## src/rtl/alu_4_bit_wide_sequencer_if.sv

```systemverilog
// Command and ALU-side bundle for the wide nibble sequencer.
// master: control path plus the 4-bit ALU it drives; slave: the sequencer.
// Abort_In exists only when ALU_SEQ_ABORT_EN is defined.
interface alu_4_bit_wide_sequencer_if #(
  parameter int NUM_NIBBLES = 4
);
  localparam int W = 4 * NUM_NIBBLES;

  // command side
  logic         Start_In;
  logic         Ready_Out;
  logic [W-1:0] Operand_A_In;
  logic [W-1:0] Operand_B_In;
  logic [3:0]   Operation_Select_In;
  logic         Carry_Borrowb_In;
  logic         Chain_Carry_In;
`ifdef ALU_SEQ_ABORT_EN
  logic         Abort_In;
`endif

  // ALU side
  logic         Alu_Reset_Out;
  logic [3:0]   Alu_Data_A_Out;
  logic [3:0]   Alu_Data_B_Out;
  logic         Alu_Carry_Borrowb_Out;
  logic [3:0]   Alu_Operation_Select_Out;
  logic [3:0]   Alu_Result_In;
  logic         Alu_Carry_In;

  // result side
  logic [W-1:0] Result_Out;
  logic         Carry_Out;
  logic         Done_Out;

  modport master (
    output Start_In, Operand_A_In, Operand_B_In, Operation_Select_In,
    output Carry_Borrowb_In, Chain_Carry_In,
`ifdef ALU_SEQ_ABORT_EN
    output Abort_In,
`endif
    output Alu_Result_In, Alu_Carry_In,
    input  Ready_Out, Alu_Reset_Out, Alu_Data_A_Out, Alu_Data_B_Out,
    input  Alu_Carry_Borrowb_Out, Alu_Operation_Select_Out,
    input  Result_Out, Carry_Out, Done_Out
  );

  modport slave (
    input  Start_In, Operand_A_In, Operand_B_In, Operation_Select_In,
    input  Carry_Borrowb_In, Chain_Carry_In,
`ifdef ALU_SEQ_ABORT_EN
    input  Abort_In,
`endif
    input  Alu_Result_In, Alu_Carry_In,
    output Ready_Out, Alu_Reset_Out, Alu_Data_A_Out, Alu_Data_B_Out,
    output Alu_Carry_Borrowb_Out, Alu_Operation_Select_Out,
    output Result_Out, Carry_Out, Done_Out
  );
endinterface

```

## src/rtl/alu_4_bit_wide_sequencer.sv

```systemverilog
// Runs W-bit operands through one shared 4-bit ALU, one nibble per clock, LS nibble first.
// Latency: accept edge T, NUM_NIBBLES EXEC cycles, Done_Out pulses in cycle T+NUM_NIBBLES.
// Backpressure: Ready_Out low in EXEC/DONE; Start_In then ignored (no queueing). Option: ALU_SEQ_ABORT_EN.
module alu_4_bit_wide_sequencer #(
  parameter int NUM_NIBBLES = 4
) (
  input  logic                      Clock_In,
  input  logic                      Resetb_In,
  alu_4_bit_wide_sequencer_if.slave bus
);

  localparam int W     = 4 * NUM_NIBBLES;
  localparam int IDX_W = $clog2(NUM_NIBBLES);
  localparam logic [IDX_W-1:0] LAST_IDX = IDX_W'(NUM_NIBBLES - 1);

  typedef enum logic [1:0] {
    IDLE = 2'd0,
    EXEC = 2'd1,
    DONE = 2'd2
  } state_t;

  state_t           state_q,     state_d;
  logic [IDX_W-1:0] idx_q,       idx_d;
  logic [W-1:0]     a_q,         a_d;
  logic [W-1:0]     b_q,         b_d;
  logic [3:0]       op_q,        op_d;
  logic             cin_q,       cin_d;
  logic             chain_q,     chain_d;
  logic             carry_q,     carry_d;
  logic [W-1:0]     acc_q,       acc_d;
  logic [W-1:0]     result_q,    result_d;
  logic             carry_out_q, carry_out_d;
  logic             ready_q,     ready_d;
  logic             done_q,      done_d;
  logic             alu_rst_q,   alu_rst_d;

  // bit offset of the current nibble inside the wide words
  logic [IDX_W+1:0] nib_lsb;
  assign nib_lsb = {idx_q, 2'b00};

  // drive the ALU from the latched command; quiet outside EXEC
  always_comb begin
    bus.Alu_Data_A_Out           = 4'h0;
    bus.Alu_Data_B_Out           = 4'h0;
    bus.Alu_Carry_Borrowb_Out    = 1'b0;
    bus.Alu_Operation_Select_Out = 4'h0;
    if (state_q == EXEC) begin
      bus.Alu_Data_A_Out           = a_q[nib_lsb +: 4];
      bus.Alu_Data_B_Out           = b_q[nib_lsb +: 4];
      bus.Alu_Operation_Select_Out = op_q;
      // nibble 0, or unchained mode, always takes the command's carry-in
      bus.Alu_Carry_Borrowb_Out    = (idx_q == '0 || !chain_q) ? cin_q : carry_q;
    end
  end

  // next-state and datapath update
  always_comb begin
    state_d     = state_q;
    idx_d       = idx_q;
    a_d         = a_q;
    b_d         = b_q;
    op_d        = op_q;
    cin_d       = cin_q;
    chain_d     = chain_q;
    carry_d     = carry_q;
    acc_d       = acc_q;
    result_d    = result_q;
    carry_out_d = carry_out_q;

    case (state_q)
      IDLE: begin
        if (bus.Start_In && ready_q) begin
          a_d     = bus.Operand_A_In;
          b_d     = bus.Operand_B_In;
          op_d    = bus.Operation_Select_In;
          cin_d   = bus.Carry_Borrowb_In;
          chain_d = bus.Chain_Carry_In;
          idx_d   = '0;
          state_d = EXEC;
        end
      end

      EXEC: begin
        acc_d[nib_lsb +: 4] = bus.Alu_Result_In;
        carry_d             = bus.Alu_Carry_In;
`ifdef ALU_SEQ_ABORT_EN
        // abort wins over the final-nibble transition; published result untouched
        if (bus.Abort_In) begin
          idx_d   = '0;
          state_d = IDLE;
        end else
`endif
        if (idx_q == LAST_IDX) begin
          // publish the full word and last carry together on entry to DONE
          result_d    = acc_d;
          carry_out_d = bus.Alu_Carry_In;
          idx_d       = '0;
          state_d     = DONE;
        end else begin
          idx_d = idx_q + IDX_W'(1);
        end
      end

      DONE: begin
        state_d = IDLE;
      end

      default: begin
        idx_d   = '0;
        state_d = IDLE;
      end
    endcase

    // handshake outputs are registered copies of the next state
    ready_d   = (state_d == IDLE);
    done_d    = (state_d == DONE);
    // ALU reset is held only until the first edge after reset release
    alu_rst_d = 1'b0;
  end

  // state register; asynchronous reset drops any command in flight
  always_ff @(posedge Clock_In or negedge Resetb_In) begin
    if (!Resetb_In) begin
      state_q     <= IDLE;
      idx_q       <= '0;
      a_q         <= '0;
      b_q         <= '0;
      op_q        <= 4'h0;
      cin_q       <= 1'b0;
      chain_q     <= 1'b0;
      carry_q     <= 1'b0;
      acc_q       <= '0;
      result_q    <= '0;
      carry_out_q <= 1'b0;
      ready_q     <= 1'b1;
      done_q      <= 1'b0;
      alu_rst_q   <= 1'b1;
    end else begin
      state_q     <= state_d;
      idx_q       <= idx_d;
      a_q         <= a_d;
      b_q         <= b_d;
      op_q        <= op_d;
      cin_q       <= cin_d;
      chain_q     <= chain_d;
      carry_q     <= carry_d;
      acc_q       <= acc_d;
      result_q    <= result_d;
      carry_out_q <= carry_out_d;
      ready_q     <= ready_d;
      done_q      <= done_d;
      alu_rst_q   <= alu_rst_d;
    end
  end

  assign bus.Ready_Out     = ready_q;
  assign bus.Done_Out      = done_q;
  assign bus.Result_Out    = result_q;
  assign bus.Carry_Out     = carry_out_q;
  assign bus.Alu_Reset_Out = alu_rst_q;

endmodule

```

## src/flat_wrapper.sv

```systemverilog
// flat-port wrapper written by rule: the top's interface ports become plain ports
module alu_4_bit_wide_sequencer_flat 
#(
  parameter int NUM_NIBBLES = 4
)
  (Clock_In, Resetb_In, bus_Start_In, bus_Operand_A_In, bus_Operand_B_In, bus_Operation_Select_In, bus_Carry_Borrowb_In, bus_Chain_Carry_In, bus_Alu_Result_In, bus_Alu_Carry_In, bus_Ready_Out, bus_Alu_Reset_Out, bus_Alu_Data_A_Out, bus_Alu_Data_B_Out, bus_Alu_Carry_Borrowb_Out, bus_Alu_Operation_Select_Out, bus_Result_Out, bus_Carry_Out, bus_Done_Out);
  alu_4_bit_wide_sequencer_if #(.NUM_NIBBLES(NUM_NIBBLES)) bus_i ();
  input  logic Clock_In;
  input  logic Resetb_In;
  input wire logic [$bits(bus_i.Start_In)-1:0] bus_Start_In;
  input wire logic [$bits(bus_i.Operand_A_In)-1:0] bus_Operand_A_In;
  input wire logic [$bits(bus_i.Operand_B_In)-1:0] bus_Operand_B_In;
  input wire logic [$bits(bus_i.Operation_Select_In)-1:0] bus_Operation_Select_In;
  input wire logic [$bits(bus_i.Carry_Borrowb_In)-1:0] bus_Carry_Borrowb_In;
  input wire logic [$bits(bus_i.Chain_Carry_In)-1:0] bus_Chain_Carry_In;
  input wire logic [$bits(bus_i.Alu_Result_In)-1:0] bus_Alu_Result_In;
  input wire logic [$bits(bus_i.Alu_Carry_In)-1:0] bus_Alu_Carry_In;
  output wire logic [$bits(bus_i.Ready_Out)-1:0] bus_Ready_Out;
  output wire logic [$bits(bus_i.Alu_Reset_Out)-1:0] bus_Alu_Reset_Out;
  output wire logic [$bits(bus_i.Alu_Data_A_Out)-1:0] bus_Alu_Data_A_Out;
  output wire logic [$bits(bus_i.Alu_Data_B_Out)-1:0] bus_Alu_Data_B_Out;
  output wire logic [$bits(bus_i.Alu_Carry_Borrowb_Out)-1:0] bus_Alu_Carry_Borrowb_Out;
  output wire logic [$bits(bus_i.Alu_Operation_Select_Out)-1:0] bus_Alu_Operation_Select_Out;
  output wire logic [$bits(bus_i.Result_Out)-1:0] bus_Result_Out;
  output wire logic [$bits(bus_i.Carry_Out)-1:0] bus_Carry_Out;
  output wire logic [$bits(bus_i.Done_Out)-1:0] bus_Done_Out;
  assign bus_i.Start_In = bus_Start_In;
  assign bus_i.Operand_A_In = bus_Operand_A_In;
  assign bus_i.Operand_B_In = bus_Operand_B_In;
  assign bus_i.Operation_Select_In = bus_Operation_Select_In;
  assign bus_i.Carry_Borrowb_In = bus_Carry_Borrowb_In;
  assign bus_i.Chain_Carry_In = bus_Chain_Carry_In;
  assign bus_i.Alu_Result_In = bus_Alu_Result_In;
  assign bus_i.Alu_Carry_In = bus_Alu_Carry_In;
  assign bus_Ready_Out = bus_i.Ready_Out;
  assign bus_Alu_Reset_Out = bus_i.Alu_Reset_Out;
  assign bus_Alu_Data_A_Out = bus_i.Alu_Data_A_Out;
  assign bus_Alu_Data_B_Out = bus_i.Alu_Data_B_Out;
  assign bus_Alu_Carry_Borrowb_Out = bus_i.Alu_Carry_Borrowb_Out;
  assign bus_Alu_Operation_Select_Out = bus_i.Alu_Operation_Select_Out;
  assign bus_Result_Out = bus_i.Result_Out;
  assign bus_Carry_Out = bus_i.Carry_Out;
  assign bus_Done_Out = bus_i.Done_Out;
  alu_4_bit_wide_sequencer #(.NUM_NIBBLES(NUM_NIBBLES)) u_core (.Clock_In(Clock_In), .Resetb_In(Resetb_In), .bus(bus_i));
endmodule
```

## config.mk

```make
export PLATFORM = sky130hd
export DESIGN_NAME = alu_4_bit_wide_sequencer_flat
export DESIGN_NICKNAME = d
export VERILOG_FILES = /design/src/rtl/alu_4_bit_wide_sequencer_if.sv /design/src/rtl/alu_4_bit_wide_sequencer.sv /design/src/flat_wrapper.sv
export SDC_FILE = /design/constraint.sdc
export NUM_CORES = 1
export LEC_CHECK = 0
export BUFFER_PORTS_ARGS = -buffer_cell sky130_fd_sc_hd__buf_2
export CAP_MARGIN = 20
export CORE_ASPECT_RATIO = 1.2
export CORE_MARGIN = 3
export CORE_UTILIZATION = 48
export CTS_CLUSTER_DIAMETER = 150
export CTS_CLUSTER_SIZE = 24
export DETAILED_ROUTE_END_ITERATION = 7
export PLACE_DENSITY_LB_ADDON = 0.12
export SYNTH_ARGS = -nofsm -noshare
export SYNTH_HDL_FRONTEND = slang
export SYNTH_SLANG_ARGS = --single-unit
```

## constraint.sdc

```tcl
create_clock -name Clock_In -period 4.8 [get_ports Clock_In]
set_input_delay 0.72 -clock Clock_In [delete_from_list [all_inputs] [get_ports Clock_In]]
set_output_delay 0.72 -clock Clock_In [all_outputs]
set_load 0.01 [all_outputs]
```

==> results.md, run 1 <==
- Status: finished, final reports clean
- CTS tree: built
- Hold buffer count at cts: 0
- Post-route clock period utilization: 0.652
- Detail Placement HPWL: 4780 microns
- Vias in the first global route: 2392
- Final setup fails: 0
- Antenna cell count: 0
- Yosys top cell area share: 0.522
- Power per cell area: 661 nW/um^2
- Crit path launch type: flip-flop
- Synth warnings: 0
- Hold Path Class: reg -> reg
- Crit-path cells: inv_1, ha_1, nor2b_1, mux2i_1, nor2_1, buf_2
- First-pass GRT wire length: 11500 microns
- Placeable Area: 7360 sq um
- CP required: 4.08 ns
- CP peak stage delay: 0.86 ns
- Syn Std Cell Area: 3690 sq um
- Postcts setup bufs: 0
- Gr ovfl total: 0
- Cell Rows: 34
- Rel. slew slack: 0.355
- Flops & latches, synth: 79
- Largest net degree at the start of global routing: 80
- Num CTS Buffers: 9
- Vias per cell: 5.41
- Initial antenna violation count: 0
- Largest area contributor in the netlist: dfrtp_1
- Post-cts resize count: 0
- Initial core utilization: 0.501
- Post-synthesis sequential area ratio: 0.537
- LEAKAGE: 0.00196 uW
- Clock sink total: 79
- Buffers on Ports: 78
- Crit path capture type: output port
- Final min period: 3.13 ns
- Cell variety after synth: 45
- Max clock buf depth: 2
- Synthesis-to-finish area growth: 16.0%
- Post-synthesis area per instance: 13.5 sq um
- Drt wl/cell: 15.8 microns
- Initial drt markers: 109
- Hold depth: 1
- Min-Delay Endpoint: u_core.acc_q[2]$_DFFE_PN0N_
- H-tree depth: 3
- First drt pass iteration count: 4
- Clock Skew: 0.00971 ns
- Die W: 86.0 microns
- Placer Congestion: 0.724
- Tightest Pin Transition: 0.968 ns
- Worst hold start: u_core.acc_q[2]$_DFFE_PN0N_
- Max_cap viols: 0
- Fin. Hold Viols: 0
- Die area: 8780 sq um
- Fill cells: 669
- Setup tns final: 0 ns
- Clock root buffer: clkbuf_8
- Register Area: 1980 sq um
- Critical-path maximum fanout: 16
- Nets: 397
- Layout cells sized above 1: 0.446
- I/O pin cnt: 79
- Post-route ant nets: 0
- Top cells by area, synth: dfrtp_1, mux2_2, a32o_1
- DRT Wirelength: 6970 microns
- Crit path kind: reg -> out
- Final Max Slew Viols: 0
- Via count: 2379
- Syn Inst Count: 274
- Reg2reg end: u_core.acc_q[11]$_DFFE_PN0N_
- Worst VDD drop: 0.319 mV
- CP max stage cell: dfrtp_1
- Clock latency on the worst-skew pair: 0.34 ns
- CTS clk-pin slew, worst paths: 0.08 ns
- Reg-to-reg slack, setup: 2.24 ns
- Worst EP arrival: 2.41 ns
- Top delay family on crit path: flip-flops
- Multi-input logic area: 1540 sq um
- Critical Path Stages: 6
- Worst r2r src: u_core.idx_q[0]$_DFFE_PN0P_
- Tot Pwr: 2830 uW
- Max frequency: 0.319 GHz
- Syn_nets: 326
- RSZ-0062 raised after global routing: false
- Die Span Y: 102 microns
- All-Layer GR Usage: 0.172
- DRC viols: 0
- Worst r2r path cells: 5
- Buf/Inv on CP: 2
registers in the layout (all words and copies together) (netlist names):
register                  flops
u_core.a_q                   16
u_core.acc_q                 16
u_core.b_q                   16
u_core.bus.Result_Out        16
u_core.op_q                   4
u_core.idx_q                  2
u_core.state_q                2
u_core.bus.Alu_Reset_Out      1
u_core.bus.Carry_Out          1
u_core.bus.Done_Out           1
u_core.bus.Ready_Out          1
u_core.carry_q                1
u_core.chain_q                1
u_core.cin_q                  1
layer usage:
metal  global-route usage  part of all wire  up-vias
met4               0.0621            0.0088        0
met3               0.0556             0.060        7
li1                     -                 -     1147
met5                    0                 0        -
met2                0.282              0.50       60
met1                0.213              0.43     1165
kinds of logic after synthesis:
logic type,share of synthesized area
buffers and inverters,0.0475
adders and majority gates,0.0204
other,0.00102
AOI/OAI and AO/OA,0.102
muxes,0.181
and+or+nand+nor,0.112
DFF,0.537
metrics by stage:
stage                     hold slack [ns]  instances  instance area [sq um]  setup slack (ns)  utilization
final                               0.487        440                   4280              1.67        0.581
after CTS                           0.492        439                   4250              1.60        0.578
after global routing                0.506        440                   4280              1.43        0.581
after floorplan                     0.424        274                   3690              2.62            -
after global placement              0.465        423                   4060              2.06        0.552
after detailed placement            0.474        423                   4060              1.99        0.552
cell type report:
cell class                 instances  area share
sequential                        79       0.463
multi-input combinational        167       0.359
clock inverter                     6      0.0143
clock buffer                      10      0.0298
inverter                           7     0.00614
tap                               90      0.0263
timing repair buffer              81       0.102
Yosys cell counts, drive strengths merged:
master  number
a21oi       13
mux2i        1
conb         1
inv          7
or2          1
and2        13
dfrtp       77
o22a         4
nand4        4
buf         16
nor2b        3
o21ai        4
o21ba        1
mux4         8
and4bb       2
a22o         2
ha           6
clkbuf       5
and3         1
a31oi        4
mux2        39
nor2        14
nor3         1
nand2        8
nand2b       5
a32o        16
and3b        3
nor3b        1
o21bai       1
and2b        3
a32oi        4
and4b        4
dfstp        2
worst max path at each step:
| stage | start | end |
|---|---|---|
| after global placement | u_core.idx_q[0]$_DFFE_PN0P_ | bus_Alu_Carry_Borrowb_Out |
| after detailed placement | u_core.idx_q[0]$_DFFE_PN0P_ | bus_Alu_Carry_Borrowb_Out |
| final | u_core.idx_q[0]$_DFFE_PN0P_ | bus_Alu_Carry_Borrowb_Out |
| after floorplan | u_core.idx_q[1]$_DFFE_PN0P_ | bus_Alu_Carry_Borrowb_Out |
| after global routing | u_core.idx_q[0]$_DFFE_PN0P_ | bus_Alu_Carry_Borrowb_Out |
| after CTS | u_core.idx_q[0]$_DFFE_PN0P_ | bus_Alu_Carry_Borrowb_Out |
power by group:
group / switching, uW / internal [uW] / leakage [uW] / total [uW]
Clock: 232 / 239 / 0.0000960 / 471
Combinational: 525 / 649 / 0.000900 / 1170
Sequential: 203 / 981 / 0.000963 / 1180
cells in the final DEF, fill, tap and decap left out, types with 4 or more instances in the layout:
cell type	instances
a31oi_1	4
dfrtp_1	77
inv_1	7
and2_1	12
mux2_2	29
nand2b_1	5
nand4_1	4
a32oi_1	4
clkbuf_8	9
nand2_1	8
buf_2	77
a32o_1	16
nor2_1	14
ha_1	6
o22a_1	4
mux2_4	9
a21oi_1	13
mux4_2	7
Power figures use the tool's default switching activity.
==> run 2, diff against run 1 <==
clock period = 3.3 ns   (was 4.8 ns; I/O delays follow)
==> results.md, run 2 (synthesis results as in run 1) <==
- Post-Place Cells: 425 (+0.47%)
- Initial core utilization: 0.501 (unchanged)
- Reg-to-reg slack, setup: 0.93 ns (-1.31 ns)
- Via count: 2359 (-0.84%)
- Layout cells sized above 1: 0.449 (+0.00286)
- Largest net degree at the start of global routing: 80 (unchanged)
- Critical-path maximum fanout: 14 (-2)
- Most frequent cells in the layout: buf_2, dfrtp_1, mux2_2, a32o_1, nor2_1
- DRT Wirelength: 7070 microns (+1.5%)
- Crit path kind: reg -> out
- CTS clk-pin slew, worst paths: 0.08 ns (about the same)
- Clock latency on the worst-skew pair: 0.33 ns (about the same)
- I/O pin cnt: 79 (unchanged)
- Postcts setup bufs: 0 (unchanged)
- Initial antenna violation count: 0 (unchanged)
- H-tree depth: 3 (unchanged)
- First drt pass iteration count: 4 (unchanged)
- Final Max Slew Viols: 0 (unchanged)
- Fin. Hold Viols: 0 (unchanged)
- Finished Core Util: 0.578 (-0.00391)
- Clock sink total: 79 (unchanged)
- Routed met2 length: 3620 microns (+4.1%)
- Die W: 86.0 microns (unchanged)
- DRC viols: 0 (unchanged)
- Clock root buffer: clkbuf_8
- Detail Placement HPWL: 4830 microns (+1.1%)
- Reg2reg end: u_core.acc_q[10]$_DFFE_PN0N_
- RSZ-0062 raised after global routing: false
- Worst EP arrival: 2.24 ns (-0.17 ns)
- All-Layer GR Usage: 0.173 (+0.00120)
- Worst r2r path cells: 5 (unchanged)
- Synthesis-to-finish area growth: 15.2%
- Num CTS Buffers: 9 (unchanged)
- Crit path launch type: flip-flop
- Tightest Pin Transition: 0.985 ns (+0.0169 ns)
- Die Span Y: 102 microns (unchanged)
- DR WL met3: 295 microns (-29%)
- Placer Congestion: 0.744 (+2.8%)
- Status: finished, final reports clean
- Hold buffer count at cts: 0 (unchanged)
- Final hold slack: 0.310 ns (-0.177 ns)
- First-pass GRT wire length: 11900 microns (+3.1%)
- Worst VDD drop: 0.430 mV (+35%)
- CP required: 2.80 ns (-1.28 ns)
- Placeable Area: 7360 sq um (unchanged)
- Rel. slew slack: 0.343 (-0.0112)
- Clock Skew: 0.0104 ns (+0.000677 ns)
- LEAKAGE: 0.00194 uW (-1.1%)
- Register Area: 1980 sq um (unchanged)
- Gr ovfl total: 0 (unchanged)
- Multi-input logic area: 1540 sq um (unchanged)
- Hold Path Class: in -> async
- Antenna cell count: 0 (unchanged)
- Die area: 8780 sq um (unchanged)
- Met1 WL: 3080 microns (+2.5%)
- Top Metal Used: met4
- Final min period: 2.74 ns
- Initial drt markers: 73 (-33%)
- Cell Rows: 34 (unchanged)
- Critical path origin: u_core.idx_q[0]$_DFFE_PN0P_
- Vias in the first global route: 2440 (+2.0%)
- Power per cell area: 953 nW/um^2 (+44%)
- Final setup fails: 0 (unchanged)
- Post-cts resize count: 0 (unchanged)
- Post-route clock period utilization: 0.829
- Vias per cell: 5.36 (-0.84%)
- Drt wl/cell: 16.1 microns (+1.5%)
- Post-route ant nets: 0 (unchanged)
- Buffers on Ports: 78 (unchanged)
- Setup tns final: 0 ns (unchanged)
- Crit path capture type: output port
- Nets: 398 (+0.25%)
- Fill cells: 672 (+0.45%)
- Max clock buf depth: 2 (unchanged)
- Max frequency: 0.365 GHz
- Layout Cells excl Fill: 440 (unchanged)
- Worst r2r src: u_core.idx_q[0]$_DFFE_PN0P_
- Max_cap viols: 0 (unchanged)
- CTS tree: built
run 2: cell count changes in the layout (fill, tap and decap cells not counted), sizes merged:
cell,before,now
bufinv,1,0
clkinv,4,1
buf,81,82
clkinvlp,1,4
run 2: routing by layer:
layer,vias to the layer above,track usage
li1,1142,-
met1,1158,0.218
met4,0,0.0694
met2,54,0.295
met5,-,0
met3,5,0.0298
run 2: power by group:
group          leakage (uW)  internal (uW)  total, uW  switching [uW]
registers          0.000963           1430       1720             292
logic              0.000899            941       1700             761
clock network     0.0000764            288        628             340
total               0.00194           2660       4050            1390
run 2: how the worst max path moves through the flow:
stage	cells after the start	end	slack, ns
floorplan	6	bus_Alu_Carry_Borrowb_Out	1.34
global placement	6	bus_Alu_Carry_Borrowb_Out	0.95
detailed placement	6	bus_Alu_Carry_Borrowb_Out	0.88
CTS	6	bus_Alu_Carry_Borrowb_Out	0.49
global route	6	bus_Alu_Carry_Borrowb_Out	0.28
finish	6	bus_Alu_Carry_Borrowb_Out	0.56
run 2: final cells by class:
cell class,instances,area share
Tap cell,90,0.0265
Inverter,7,0.00618
Sequential cell,79,0.466
Timing Repair Buffer,82,0.0995
Multi-Input combinational cell,167,0.361
Clock buffer,10,0.0324
Clock inverter,5,0.00824
run 2: worst max-delay path, cell delays in order, from the launching register on:
cell     delay, ns
dfrtp_1       0.74
inv_1         0.29
ha_1          0.33
nor2b_1       0.15
mux2i_1       0.20
nor2_1        0.06
buf_2         0.14
run 2: metrics by stage:
| stage | setup WS [ns] | power [uW] | cell area, sq um |
|---|---|---|---|
| after detailed placement | 0.875 | 3480 | 4080 |
| after CTS | 0.491 | 4120 | 4250 |
| after global routing | 0.277 | 4370 | 4250 |
| after global placement | 0.953 | 3430 | 4080 |
| final | 0.563 | 4050 | 4250 |
| after floorplan | 1.34 | 3010 | 3690 |
==> run 3, diff against run 2 <==
clock period = 2.6 ns   (was 3.3 ns; I/O delays follow)
==> results.md, run 3 (synthesis results as in run 1) <==
- Power per cell area: 1230 nW/um^2 (+29%)
- Cell Rows: 34 (unchanged)
- Final min period: 2.39 ns
- Most frequent cells in the layout: buf_2, dfrtp_1, mux2_2, a32o_1, nor2_1
- Nets: 401 (+0.75%)
- Worst r2r src: u_core.idx_q[0]$_DFFE_PN0P_
- Initial drt markers: 117 (+60%)
- Reg-to-reg slack, setup: 0.51 ns (-0.42 ns)
- Top delay family on crit path: flip-flops
- Worst EP arrival: 2.00 ns (-0.24 ns)
- Gr ovfl total: 0 (unchanged)
- Num CTS Buffers: 9 (unchanged)
- Initial core utilization: 0.501 (unchanged)
- Tightest Pin Transition: 0.982 ns (-0.00310 ns)
- Drt wl/cell: 16.2 microns (+0.95%)
- Reg2reg end: u_core.acc_q[8]$_DFFE_PN0N_
- Via count: 2417 (+2.5%)
- Max frequency: 0.419 GHz
- Antenna cell count: 0 (unchanged)
- Largest net degree at the start of global routing: 80 (unchanged)
- Crit path capture type: output port
- H-tree depth: 3 (unchanged)
- Die Span Y: 102 microns (unchanged)
- Crit-path cells: inv_1, ha_1, nor2b_1, mux2i_1, nor2_1, buf_2
- Rel. slew slack: 0.345 (+0.00207)
- Layout Cells excl Fill: 444 (+0.91%)
- Synthesis-to-finish area growth: 17.2%
- Finished Core Util: 0.588 (+0.0100)
- Post-Place Cells: 428 (+0.71%)
- CP peak stage delay: 0.56 ns (-0.18 ns)
- CP required: 2.21 ns (-0.59 ns)
- First drt pass iteration count: 4 (unchanged)
- Crit path kind: reg -> out
- Max clock buf depth: 2 (unchanged)
- Critical-path maximum fanout: 8 (-6)
- Hold Path Class: in -> async
- Die W: 86.0 microns (unchanged)
- Fin. Hold Viols: 0 (unchanged)
- DRT Wirelength: 7200 microns (+1.9%)
- Placer Congestion: 0.758 (+1.9%)
- Clock latency on the worst-skew pair: 0.35 ns (+0.02 ns)
- Layout cells sized above 1: 0.452 (+0.00341)
- CTS tree: built
- Clock Skew: 0.0118 ns (+0.00145 ns)
- Status: finished, final reports clean
- Die area: 8780 sq um (unchanged)
- I/O pin cnt: 79 (unchanged)
- Postcts setup bufs: 0 (unchanged)
- Final hold slack: 0.190 ns (-0.121 ns)
- Post-route clock period utilization: 0.919
- All-Layer GR Usage: 0.177 (+0.00385)
- CTS clk-pin slew, worst paths: 0.08 ns (about the same)
- Initial antenna violation count: 0 (unchanged)
- First-pass GRT wire length: 12000 microns (+1.3%)
- Fill cells: 639 (-4.9%)
- Buffers on Ports: 78 (unchanged)
- Buf/Inv on CP: 2 (unchanged)
- Post-route ant nets: 0 (unchanged)
- Clock sink total: 79 (unchanged)
- Setup tns final: 0 ns (unchanged)
- DRC viols: 0 (unchanged)
- Max_cap viols: 0 (unchanged)
- Clock root buffer: clkbuf_8
- Worst VDD drop: 0.616 mV (+43%)
- Final Max Slew Viols: 0 (unchanged)
- Hold buffer count at cts: 0 (unchanged)
- CP max stage cell: dfrtp_1
- Detail Placement HPWL: 4990 microns (+3.3%)
- RSZ-0062 raised after global routing: false
- Post-cts resize count: 0 (unchanged)
- Vias per cell: 5.44 (+1.5%)
- Final setup fails: 0 (unchanged)
- Placeable Area: 7360 sq um (unchanged)
- Vias in the first global route: 2455 (+0.61%)
- Tot Pwr: 5330 uW (+32%)
- Worst r2r path cells: 5 (unchanged)
- LEAKAGE: 0.00198 uW (+1.9%)
- Crit path launch type: flip-flop
run 3: worst reg2reg max path: stages (launching register included):
cell	delay (ns)
dfrtp_1	0.56
inv_1	0.22
ha_1	0.50
and4bb_4	0.30
and2_4	0.17
a32o_1	0.25
run 3: power by group:
group	leakage [uW]	total, uW	internal [uW]	switching (uW)
logic	0.000921	2290	1240	1040
registers	0.000963	2130	1810	318
clock network	0.0000916	914	468	446
run 3: through the flow:
step,area (sq um),setup WS [ns]
finish,4320,0.211
floorplan,3690,0.715
detailed placement,4130,0.515
CTS,4320,0.197
global route,4320,0.00961
global placement,4130,0.585
run 3: area by class of cell:
type / instances / area (sq um) / share of cell area
Clock buffer: 11 / 141 / 0.0327
Clock inverter: 5 / 57.6 / 0.0133
Inverter: 7 / 26.3 / 0.00608
Multi-Input combinational cell: 167 / 1540 / 0.355
Sequential cell: 79 / 1980 / 0.458
Tap cell: 90 / 113 / 0.0260
Timing Repair Buffer: 85 / 470 / 0.109
run 3: worst max path at each step:
stage	depth (start not counted)	to	startpoint	slack, ns
2_1_floorplan	6	u_core.bus.Result_Out[12]$_DFFE_PN0P_	u_core.idx_q[1]$_DFFE_PN0P_	0.71
3_3_place_gp	5	u_core.acc_q[11]$_DFFE_PN0N_	u_core.idx_q[0]$_DFFE_PN0P_	0.58
3_5_place_dp	5	u_core.acc_q[8]$_DFFE_PN0N_	u_core.idx_q[0]$_DFFE_PN0P_	0.52
4_1_cts	6	bus_Alu_Carry_Borrowb_Out	u_core.idx_q[0]$_DFFE_PN0P_	0.20
5_1_grt	6	bus_Alu_Carry_Borrowb_Out	u_core.idx_q[0]$_DFFE_PN0P_	0.01
6_report	6	bus_Alu_Carry_Borrowb_Out	u_core.idx_q[0]$_DFFE_PN0P_	0.21
run 3: layer usage:
| layer | GRT usage | part of all wire | vias to the layer above |
|---|---|---|---|
| li1 | - | - | 1153 |
| met2 | 0.291 | 0.49 | 60 |
| met5 | 0 | 0 | - |
| met4 | 0.0646 | 0.016 | 0 |
| met3 | 0.0468 | 0.058 | 13 |
| met1 | 0.225 | 0.43 | 1191 |
